[src/rtl/frame_capture_ctrl_if.sv]
// Frame-RAM write port and FFT consumer handshake for frame_capture_ctrl.
// master drives RAM writes and frame hand-off; slave is the RAM/consumer side.
interface frame_capture_ctrl_if #(
    parameter int N = 256
);
    localparam int AW = $clog2(N);

    logic          wr_en;
    logic          wr_bank;
    logic [AW-1:0] wr_addr;
    logic [11:0]   wr_data;
    logic          frame_valid;
    logic          frame_bank;
    logic          frame_ready;

    modport master (
        output wr_en, wr_bank, wr_addr, wr_data,
        output frame_valid, frame_bank,
        input  frame_ready
    );

    modport slave (
        input  wr_en, wr_bank, wr_addr, wr_data,
        input  frame_valid, frame_bank,
        output frame_ready
    );
endinterface

[src/rtl/frame_capture_ctrl.sv]
// Microphone frame capture: sample-rate divider, DC removal, ping-pong frame RAM writer.
// Define MIC_SAT_EN to saturate samples to 12 bits; otherwise they wrap.
module frame_capture_ctrl #(
    parameter int N           = 256,
    parameter int CLK_FREQ    = 10000000,
    parameter int SAMPLE_RATE = 5000,
    parameter int DC_OFFSET   = 1352
) (
    input  logic        clk_10MHz,
    input  logic        rst,
    input  logic        enable,
    input  logic        oneshot,
    input  logic [11:0] adc_sample,
    input  logic        clear_overrun,
    frame_capture_ctrl_if.master fc,
    output logic        sample_strobe,
    output logic        overrun,
    output logic        busy
);
    localparam int DIV = CLK_FREQ / SAMPLE_RATE;
    localparam int DW  = (DIV > 2) ? $clog2(DIV) : 1;
    localparam int AW  = $clog2(N);

    typedef enum logic [1:0] {IDLE, FILL, DONE} state_t;

    state_t        state_q, state_d;
    logic [DW-1:0] div_q;
    logic          wr_en_q, wr_bank_q;
    logic [AW-1:0] addr_q;
    logic [11:0]   data_q;
    logic          valid_q, bank_q;
    logic          overrun_q, shot_q;
    logic [11:0]   sample;
    logic          capture, complete, accept, drop;

    assign sample_strobe = (div_q == DW'(DIV - 1));

`ifdef MIC_SAT_EN
    logic signed [12:0] diff;
    always_comb begin
        diff = $signed({1'b0, adc_sample}) - $signed(13'(DC_OFFSET));
        if (diff > 13'sd2047)
            sample = 12'h7FF;
        else if (diff < -13'sd2048)
            sample = 12'h800;
        else
            sample = diff[11:0];
    end
`else
    assign sample = adc_sample - 12'(DC_OFFSET);
`endif

    always_ff @(posedge clk_10MHz or negedge rst) begin
        if (!rst)
            state_q <= IDLE;
        else
            state_q <= state_d;
    end

    // The write of address N-1 finishes the frame; a release in the
    // same cycle frees the slot so the new frame is taken, not dropped.
    always_comb begin
        state_d  = state_q;
        capture  = 1'b0;
        complete = wr_en_q && (addr_q == AW'(N - 1));
        accept   = complete && (!valid_q || fc.frame_ready);
        drop     = complete && valid_q && !fc.frame_ready;
        unique case (state_q)
            IDLE: if (enable) state_d = FILL;
            FILL: begin
                if (!enable) begin
                    state_d = IDLE;
                end else begin
                    capture = sample_strobe;
                    if (accept && shot_q) state_d = DONE;
                end
            end
            DONE: if (!enable) state_d = IDLE;
            default: state_d = IDLE;
        endcase
    end

    always_ff @(posedge clk_10MHz or negedge rst) begin
        if (!rst) begin
            div_q     <= '0;
            wr_en_q   <= 1'b0;
            wr_bank_q <= 1'b0;
            addr_q    <= '0;
            data_q    <= '0;
            valid_q   <= 1'b0;
            bank_q    <= 1'b0;
            overrun_q <= 1'b0;
            shot_q    <= 1'b0;
        end else begin
            div_q   <= sample_strobe ? '0 : div_q + DW'(1);
            wr_en_q <= capture;
            if (capture) data_q <= sample;
            if (state_q == IDLE && enable) shot_q <= oneshot;

            if (state_q != FILL || !enable || complete)
                addr_q <= '0;
            else if (wr_en_q)
                addr_q <= addr_q + AW'(1);

            if (valid_q && fc.frame_ready) valid_q <= 1'b0;
            if (accept) begin
                valid_q   <= 1'b1;
                bank_q    <= wr_bank_q;
                wr_bank_q <= ~wr_bank_q;
            end

            if (drop)
                overrun_q <= 1'b1;
            else if (clear_overrun)
                overrun_q <= 1'b0;
        end
    end

    assign fc.wr_en       = wr_en_q;
    assign fc.wr_bank     = wr_bank_q;
    assign fc.wr_addr     = addr_q;
    assign fc.wr_data     = data_q;
    assign fc.frame_valid = valid_q;
    assign fc.frame_bank  = bank_q;
    assign overrun        = overrun_q;
    assign busy           = (state_q == FILL);
endmodule

[src/flat_wrapper.sv]
// flat-port wrapper written by rule: the top's interface ports become plain ports
module frame_capture_ctrl_flat 
#(
    parameter int N           = 256,
    parameter int CLK_FREQ    = 10000000,
    parameter int SAMPLE_RATE = 5000,
    parameter int DC_OFFSET   = 1352
)
  (clk_10MHz, rst, enable, oneshot, adc_sample, clear_overrun, sample_strobe, overrun, busy, fc_wr_en, fc_wr_bank, fc_wr_addr, fc_wr_data, fc_frame_valid, fc_frame_bank, fc_frame_ready);
  frame_capture_ctrl_if #(.N(N)) fc_i ();
  input  logic clk_10MHz;
  input  logic rst;
  input  logic enable;
  input  logic oneshot;
  input  logic [11:0] adc_sample;
  input  logic clear_overrun;
  output logic sample_strobe;
  output logic overrun;
  output logic busy;
  output wire logic [$bits(fc_i.wr_en)-1:0] fc_wr_en;
  output wire logic [$bits(fc_i.wr_bank)-1:0] fc_wr_bank;
  output wire logic [$bits(fc_i.wr_addr)-1:0] fc_wr_addr;
  output wire logic [$bits(fc_i.wr_data)-1:0] fc_wr_data;
  output wire logic [$bits(fc_i.frame_valid)-1:0] fc_frame_valid;
  output wire logic [$bits(fc_i.frame_bank)-1:0] fc_frame_bank;
  input wire logic [$bits(fc_i.frame_ready)-1:0] fc_frame_ready;
  assign fc_wr_en = fc_i.wr_en;
  assign fc_wr_bank = fc_i.wr_bank;
  assign fc_wr_addr = fc_i.wr_addr;
  assign fc_wr_data = fc_i.wr_data;
  assign fc_frame_valid = fc_i.frame_valid;
  assign fc_frame_bank = fc_i.frame_bank;
  assign fc_i.frame_ready = fc_frame_ready;
  frame_capture_ctrl #(.N(N), .CLK_FREQ(CLK_FREQ), .SAMPLE_RATE(SAMPLE_RATE), .DC_OFFSET(DC_OFFSET)) u_core (.clk_10MHz(clk_10MHz), .rst(rst), .enable(enable), .oneshot(oneshot), .adc_sample(adc_sample), .clear_overrun(clear_overrun), .fc(fc_i), .sample_strobe(sample_strobe), .overrun(overrun), .busy(busy));
endmodule
[config.mk]
export PLATFORM = sky130hd
export DESIGN_NAME = frame_capture_ctrl_flat
export DESIGN_NICKNAME = d
export VERILOG_FILES = /design/src/rtl/frame_capture_ctrl_if.sv /design/src/rtl/frame_capture_ctrl.sv /design/src/flat_wrapper.sv
export SDC_FILE = /design/constraint.sdc
export NUM_CORES = 1
export LEC_CHECK = 0
export CAP_MARGIN = 20
export CORE_MARGIN = 3
export CORE_UTILIZATION = 35
export CTS_CLUSTER_SIZE = 8
export DETAILED_ROUTE_END_ITERATION = 6
export SLEW_MARGIN = 10
export SYNTH_ARGS = -nofsm -noshare
export SYNTH_HDL_FRONTEND = slang
export SYNTH_SLANG_ARGS = --single-unit
[constraint.sdc]
create_clock -name clk_10MHz -period 2.1 [get_ports clk_10MHz]
set_clock_uncertainty 0.1 [all_clocks]
set_input_delay 0.315 -clock clk_10MHz [delete_from_list [all_inputs] [get_ports clk_10MHz]]
set_output_delay 0.315 -clock clk_10MHz [all_outputs]
set_load 0.01 [all_outputs]
# Yosys cells after proc, flatten, opt, wreduce, memory -nomap -nowiden
# Index checks and enable logic that the tools add are counted.
# totals
word_cells	54
out_inout_bits	27
in_bits	18
ff_bits	39
# op_classes
n_eq_ne	8
reduce_logical	18
add_sub_neg	3
bitwise	1
n_mux	14
# op_table
cell	count
2-to-1 mux 8 bit	2
subtractor 12 x 11 -> 12 bit, second input constant	1
adder 11 x 1 -> 11 bit, second input constant	1
== test 11 bit, second input constant	1
2-to-1 mux 11 bit	1
adder 8 x 1 -> 8 bit, second input constant	1
== test 8 bit, second input constant	1
2-to-1 mux 2 bit	4
logical AND 1 bit	7
2-to-1 mux 1 bit	6
one-hot mux 2 bit (3 select lines)	1
nonzero test 2 bit	3
!= test 2 bit, second input constant	2
logical NOT 1 bit	3
logical OR 1 bit	3
!= test 3 x 2 -> 1 bit, second input constant	1
AND reduction 3 bit	1
== test 2 x 1 -> 1 bit, second input constant	1
== test 2 bit, second input constant	1
logical NOT 2 bit	1
!= test 2 x 1 -> 1 bit, second input constant	1
inverter 1 bit	1

# Logic depth before layout (Yosys ltp)
# Gate-level depths: netlist (run 1).
# depth
ltp_word	7
depth_mapped	7
mapped_depth_nobuf	7

# Least setup slack after synthesis (run 1)
# OpenSTA, ideal clock, no wires.
# synth_timing
path_type	register to register
start	reg u_core.addr_q[0], in the netlist u_core.fc.wr_addr[0]
end	reg u_core.bank_q, in the netlist u_core.fc.frame_bank
path_stages_with_launch	6
period_less_slack_ns	1.696
t_arrival_ns	1.471
setup_ns	0.125
required_time_ns	1.875
n_path_buf	0
slack_ns	0.404
path_cell_list	dfrtp_1 -> ha_1 -> and4_1 -> nand3_2 -> nor2b_2 -> mux2_2
# synth_via
elab_chain_len	3
# synth_rtl
element	line_no	text
from (decl)	frame_capture_ctrl.sv:29	logic [AW-1:0] addr_q;
from (signal assigned)	frame_capture_ctrl.sv:103	addr_q <= addr_q + AW'(1);
== test 8 bit	frame_capture_ctrl.sv:65	complete = wr_en_q && (addr_q == AW'(N - 1));
logical AND 1 bit	frame_capture_ctrl.sv:65	
logical AND 1 bit	frame_capture_ctrl.sv:66	accept = complete && (!valid_q || fc.frame_ready);
to (signal assigned)	frame_capture_ctrl.sv:108	bank_q <= wr_bank_q;
to (decl)	frame_capture_ctrl.sv:31	logic valid_q, bank_q;
# No other way between the ends.
# A chain may end at the register's enable or synchronous reset.

# Worst setup path in the final report (run 1)
# layout_timing
start	reg u_core.div_q[0]
end	out sample_strobe
# layout_via
elab_chain_len	1
# layout_rtl
element	line_no	text
from (decl)	frame_capture_ctrl.sv:27	logic [DW-1:0] div_q;
from (signal assigned)	frame_capture_ctrl.sv:95	div_q <= sample_strobe ? '0 : div_q + DW'(1);
== test 11 bit	frame_capture_ctrl.sv:36	assign sample_strobe = (div_q == DW'(DIV - 1));
to (decl)	flat_wrapper.sv:17	output logic sample_strobe;
# No other way between the ends.

==> reports/metrics.yaml, run 1 <==
timing:
  slew_viol_final: 0
  slew-limit-headroom_pct: 84.03
  rsz0062_at_grt: "no"
  finalCritPeriodShare_pct: 94.02
  setup_slack_ps: 125.5
  tns_ps: 0
  min_period_ps: 1975
  hold_violations: 0
  tightest_slew_ps: 239.6
  finalSetupViolations: 0
  timing.hold.ws_ps: 359.9
  fmax_mhz: 506.5
synth:
  synth.distinct_cells: 38
  post-synth-top-area-cell: "dfrtp_1"
  synth_top_area_share_pct: 52.81
  synth-seq-cells: 39
  yosysMostFrequentCell: "dfrtp_1"
  synthCells: 171
  syn_nets: 192
  synth_top_cells_by_area: "dfrtp_1, xor2_1, nor2_1"
  synth_area_sq_mm: 0.001848
  synth_edf_count: 0
  synth_warnings: 0
  yosysSeqAreaShare_pct: 52.81
  async_reset_ff_share_pct: 100.0
  synth_ff_type: "dfrtp_1"
  syn_area_per_cell_sq_um: 10.81
  synth_commonest_cells: "dfrtp_1, nor2_1, nand2_1"
global_route:
  grt_pass1_wl_mm: 6.637
  grt_pass1_vias: 1381
  overflow: 0
  grt_max_degree: 40
  track_usage_pct: 13.53
  antenna_found_initial: 0
cells_and_area:
  final_util_pct: 52.18
  fin_nets: 252
  fin_area_sq_mm: 0.002562
  stdcell_count: 299
  diodes: 0
  synthToLayoutAreaGrowth_pct: 38.66
  drive_gt1_share_pct: 15.95
critical_path:
  required_ps: 1680
  rr_worst_depth: 5
  path_max_fanout: 3
  endpoint_kind: "primary output"
  start_kind: "flop"
  rrSetupSlack_ps: 290
  arrival_ps: 1560
  critPathKind: "reg2out"
power_and_ir_drop:
  total_power_mw: 1.489
  irDropWorstVdd_uv: 374.3
  combPwrFrac_pct: 6.9
  power.internal_mw: 1.163
  p_leak_nw: 1.180
  power.density_mw_per_mm2: 580.9
  pwr-share-clk_pct: 42.2
  p_switching_uw: 325.6
  pwr-share-seq_pct: 50.9
  p_sw_share_pct: 21.87
floorplanning:
  start_util_pct: 37.63
  die_y_um: 78.67
  chipWidth_um: 78.67
  core-area_sq_mm: 0.004911
  die_area_sq_mm: 0.006188
  rows: 25
  ioPinCount: 45
place:
  dp.final_hpwl_mm: 2.814
  portBuffers: 44
  dpl_cell_area_sq_mm: 0.002441
  dp.cells: 290
  finalWeightedCongestion: 0.8172
  pre_cts_slack_ps: 98.18
clocking:
  numCtsBuffers: 5
  worstSkewPairLatency_ps: 290
  cts_tree: "yes"
  cts_root_buf: "clkbuf_8"
  cts.path.max_buffers: 2
  cts_setup_buffers: 0
  cts.sinks: 39
  h-tree-depth: 2
  path_clk_slew_ps: 70
detailed_routing:
  drt_iter0_markers: 51
  drc: 0
  drtAntennaViolNets: 0
  vias: 1413
  first_pass_iters: 4
  vias_per_cell: 4.726
  drt_wl_total_mm: 3.796
  post_drt_wl_per_cell_um: 12.70
flow_run:
  cap_violations: 0
run_status:
  status: "completed"
hold_path:
  hold_class: "reg2reg"
  holdPathStages: 1
[critical path, cell delays in order (launching register included)]
cell and delay, ps:
dfrtp_1 400, ha_1 220, and3_1 200, nand2_1 120, nor2_2 50, dlygate4sd2_1 280
[logic make-up after synthesis]
family	after synthesis	synth area share, %
xor+xnor	18	8.531
flops	39	52.81
fa+ha+maj	3	2.031
simple gates	69	20.85
mux	7	5.010
buf+inv	9	2.370
compound gates	26	8.396
[registers in the layout, indices dropped and copies added, names as in the netlist]
name	flops
u_core.div_q	11
u_core.fc.frame_bank	1
u_core.fc.frame_valid	1
u_core.fc.wr_addr	8
u_core.fc.wr_bank	1
u_core.fc.wr_data	12
u_core.fc.wr_en	1
u_core.overrun	1
u_core.shot_q	1
u_core.state_q	2
[layout make-up]
class	count	area, sq um
clock buffer	5	68.82
clock inverter	3	43.79
fill	475	2349
inverter	6	22.52
multi-input combinational	123	828.3
sequential	39	975.9
tap	67	83.83
timing repair buffer	56	539.3
[final timing paths]
path / start / to
setup / recovery: u_core.div_q[0]$_DFF_PN0_ / sample_strobe
hold / removal: u_core.div_q[0]$_DFF_PN0_ / u_core.div_q[0]$_DFF_PN0_
setup reg to reg: u_core.fc.wr_addr[1]$_DFFE_PN0P_ / u_core.fc.frame_bank$_DFFE_PN0N_
hold reg to reg: u_core.div_q[0]$_DFF_PN0_ / u_core.div_q[0]$_DFF_PN0_
max in group asynchronous: rst / u_core.fc.wr_data[1]$_DFFE_PN0P_
min in group asynchronous: rst / u_core.fc.wr_addr[2]$_DFFE_PN0P_
[metal layers]
layer  global-route usage (%)  share of wire [%]  up-vias
met3                    5.046                6.2        6
met2                    19.95                 45       35
met1                    18.60                 48      668
met4                    3.671                1.0        0
met5                        0                  0        -
li1                         -                  -      704
[power by group through the flow]
stage	registers, mW	logic (mW)	clock network (mW)
6_report	0.757	0.103	0.629
5_1_grt	0.758	0.114	0.689
4_1_cts	0.757	0.105	0.646
3_5_place_dp	0.772	0.103	0
3_3_place_gp	0.772	0.104	0
2_1_floorplan	0.772	0.0340	0
[cells in the final DEF (no fill, tap or decap), types with 4 or more instances in the layout]
master	Yosys	layout
clkdlybuf4s50_1	0	42
dfrtp_1	39	39
nor2_1	19	19
nand2_1	17	17
o21ai_0	12	12
xor2_1	10	10
buf_4	0	10
xnor2_1	8	8
nand3_1	7	7
inv_1	6	6
and3_1	5	5
nand2b_1	5	5
clkbuf_8	0	5
a21oi_1	4	4
mux2_4	4	4
[what timing repair did]
| action | in CTS | in global routing |
|---|---|---|
| resized for setup | 1 | 0 |
| hold endpoints to repair | 39 | 0 |
| setup endpoints to repair | 1 | 0 |
| hold buffers | 1 | 0 |
No activity file was read; power rests on OpenSTA's default activity.
==> run 2: changes to the inputs <==
--- a/config.mk
+++ b/config.mk
@@ -6,6 +6,7 @@
 export NUM_CORES = 1
 export LEC_CHECK = 0
 export CAP_MARGIN = 20
+export CORE_ASPECT_RATIO = 2
 export CORE_MARGIN = 3
 export CORE_UTILIZATION = 35
 export CTS_CLUSTER_SIZE = 8
==> run 2 against run 1 <==
Net effect: cell count shrank 3.3%; largest cell class unchanged; combinational power decreased by 5%; design area fell by 2.3%; sequential share of layout area grew 0.91 points; maximum frequency rose by 3.0%; critical endpoint is now busy; critical path type unchanged; critical path depth decreased by 2; clock power is 23% lower.
==> reports/metrics.yaml, run 2 (same netlist as run 1, synthesis figures left out) <==
power_and_ir_drop:
  irDropWorstVdd_uv: 377.8
  p_leak_nw: 1.158
  power.density_mw_per_mm2: 536.1
critical_path:
  cp-startpoint: "u_core.state_q[0]$_DFFE_PN0P_"
  rrSetupSlack_ps: 310
  timing.rr.start: "u_core.div_q[0]$_DFF_PN0_"
  r2r-end: "u_core.div_q[7]$_DFF_PN0_"
  endpoint: "busy"
  rr_worst_depth: 7
  critPathKind: "reg2out"
  endpoint_kind: "primary output"
  path_max_fanout: 4
  arrival_ps: 1500
  start_kind: "flop"
  required_ps: 1680
place:
  finalWeightedCongestion: 0.7865
  portBuffers: 44
  dp.final_hpwl_mm: 2.833
detailed_routing:
  drt_wl_total_mm: 3.785
  wl_met2_mm: 2.158
  drtAntennaViolNets: 0
  post_drt_wl_per_cell_um: 13.10
  drc: 0
  drt_iter0_markers: 58
  wl_met3_um: 124
  met1Wirelength_mm: 1.417
  vias_per_cell: 4.865
  highest_layer: "met4"
  vias: 1406
  first_pass_iters: 4
global_route:
  antenna_found_initial: 0
  overflow: 0
  track_usage_pct: 13.47
  grt_max_degree: 40
  grt_pass1_vias: 1419
  grt_pass1_wl_mm: 6.499
floorplanning:
  die_y_um: 108.8
  die_area_sq_mm: 0.006241
  ioPinCount: 45
  core-area_sq_mm: 0.005000
  rows: 36
  start_util_pct: 36.96
  chipWidth_um: 57.38
clocking:
  cts_root_buf: "clkbuf_8"
  cts_tree: "yes"
  cts.path.max_buffers: 2
  h-tree-depth: 2
  cts.sinks: 39
  worstSkewPairLatency_ps: 290
  path_clk_slew_ps: 70
  numCtsBuffers: 5
flow_run:
  cap_violations: 0
timing:
  fmax_mhz: 521.5
  min_period_ps: 1918
  tightest_slew_ps: 501.7
  tns_ps: 0
  slew-limit-headroom_pct: 66.56
  hold_violations: 0
  finalCritPeriodShare_pct: 91.32
  finalSetupViolations: 0
  slew_viol_final: 0
  rsz0062_at_grt: "no"
run_status:
  status: "completed"
cells_and_area:
  fin_nets: 252
  drive_gt1_share_pct: 15.52
  fillers: 463
  largest_reg_flops: 12
  diodes: 0
  layout_commonest_cell: "clkdlybuf4s50_1"
  layout_common_cells: "clkdlybuf4s50_1, dfrtp_1, nor2_1"
  synthToLayoutAreaGrowth_pct: 35.41
  final_util_pct: 50.05
hold_path:
  hold_class: "reg2reg"
## run 2: how the worst min path moves through the flow
stage	start	endpoint	slack, ps	depth (start not counted)
finish	u_core.shot_q$_DFFE_PN0P_	u_core.state_q[0]$_DFFE_PN0P_	380	1
global route	u_core.shot_q$_DFFE_PN0P_	u_core.state_q[0]$_DFFE_PN0P_	400	1
CTS	u_core.shot_q$_DFFE_PN0P_	u_core.state_q[0]$_DFFE_PN0P_	380	1
detailed placement	rst	u_core.fc.wr_data[2]$_DFFE_PN0P_	310	2
global placement	rst	u_core.fc.frame_bank$_DFFE_PN0N_	310	2
floorplan	rst	u_core.div_q[0]$_DFF_PN0_	-80	0
## run 2: layer usage
| layer | global-route usage, % | up-vias |
|---|---|---|
| met3 | 2.370 | 7 |
| met5 | 0 | - |
| met2 | 24.51 | 28 |
| li1 | - | 704 |
| met1 | 14.34 | 667 |
| met4 | 6.965 | 0 |
## run 2: repair_timing
item,4_1_cts,5_1_grt
endpoints found under the setup margin,1,1
endpoints found under the hold margin,15,0
setup buffers,0,1
hold buffers,1,0
gates resized for setup,1,2
cloned,0,0
## run 2: where the power goes
part,leakage [nW],internal [mW],switching (mW)
Sequential,0.521,0.754,0.00290
Clock,0.0422,0.233,0.253
Combinational,0.594,0.0527,0.0454
## run 2: final cells by class
type,count,area [sq um],area share [%]
Multi-Input combinational cell,123,828.3,33.10
Clock inverter,1,5.005,0.2000
Timing Repair Buffer,56,523.0,20.90
Tap cell,57,71.32,2.850
Inverter,6,22.52,0.9000
Clock buffer,7,76.32,3.050
Sequential cell,39,975.9,39.00
## run 2: per-stage QoR
stage | hold slack, ps | power (mW) | cell area [sq um] | setup WS, ps | cells
floorplan | -80.59 | 0.8056 | 1848 | 404.2 | 171
global placement | 311.4 | 0.8714 | 2409 | 127.1 | 279
detailed placement | 313.9 | 0.8718 | 2409 | 111.6 | 279
CTS | 376.9 | 1.362 | 2499 | 53.05 | 288
global route | 403.9 | 1.407 | 2502 | 75.01 | 289
finish | 379.0 | 1.342 | 2502 | 182.3 | 289
## run 2: critical path: stages (launching register included)
cell,delay [ps]
dfrtp_1,390
inv_1,90
nor2_1,160
clkdlybuf4s50_1,580
==> run 3: changes to the inputs <==
--- a/config.mk
+++ b/config.mk
@@ -5,7 +5,7 @@
 export SDC_FILE = /design/constraint.sdc
 export NUM_CORES = 1
 export LEC_CHECK = 0
-export CAP_MARGIN = 20
+export CAP_MARGIN = 0
 export CORE_ASPECT_RATIO = 2
 export CORE_MARGIN = 3
 export CORE_UTILIZATION = 35
==> results of run 3 <==
No change in the layout: final DEF, timing and power equal those of run 2.
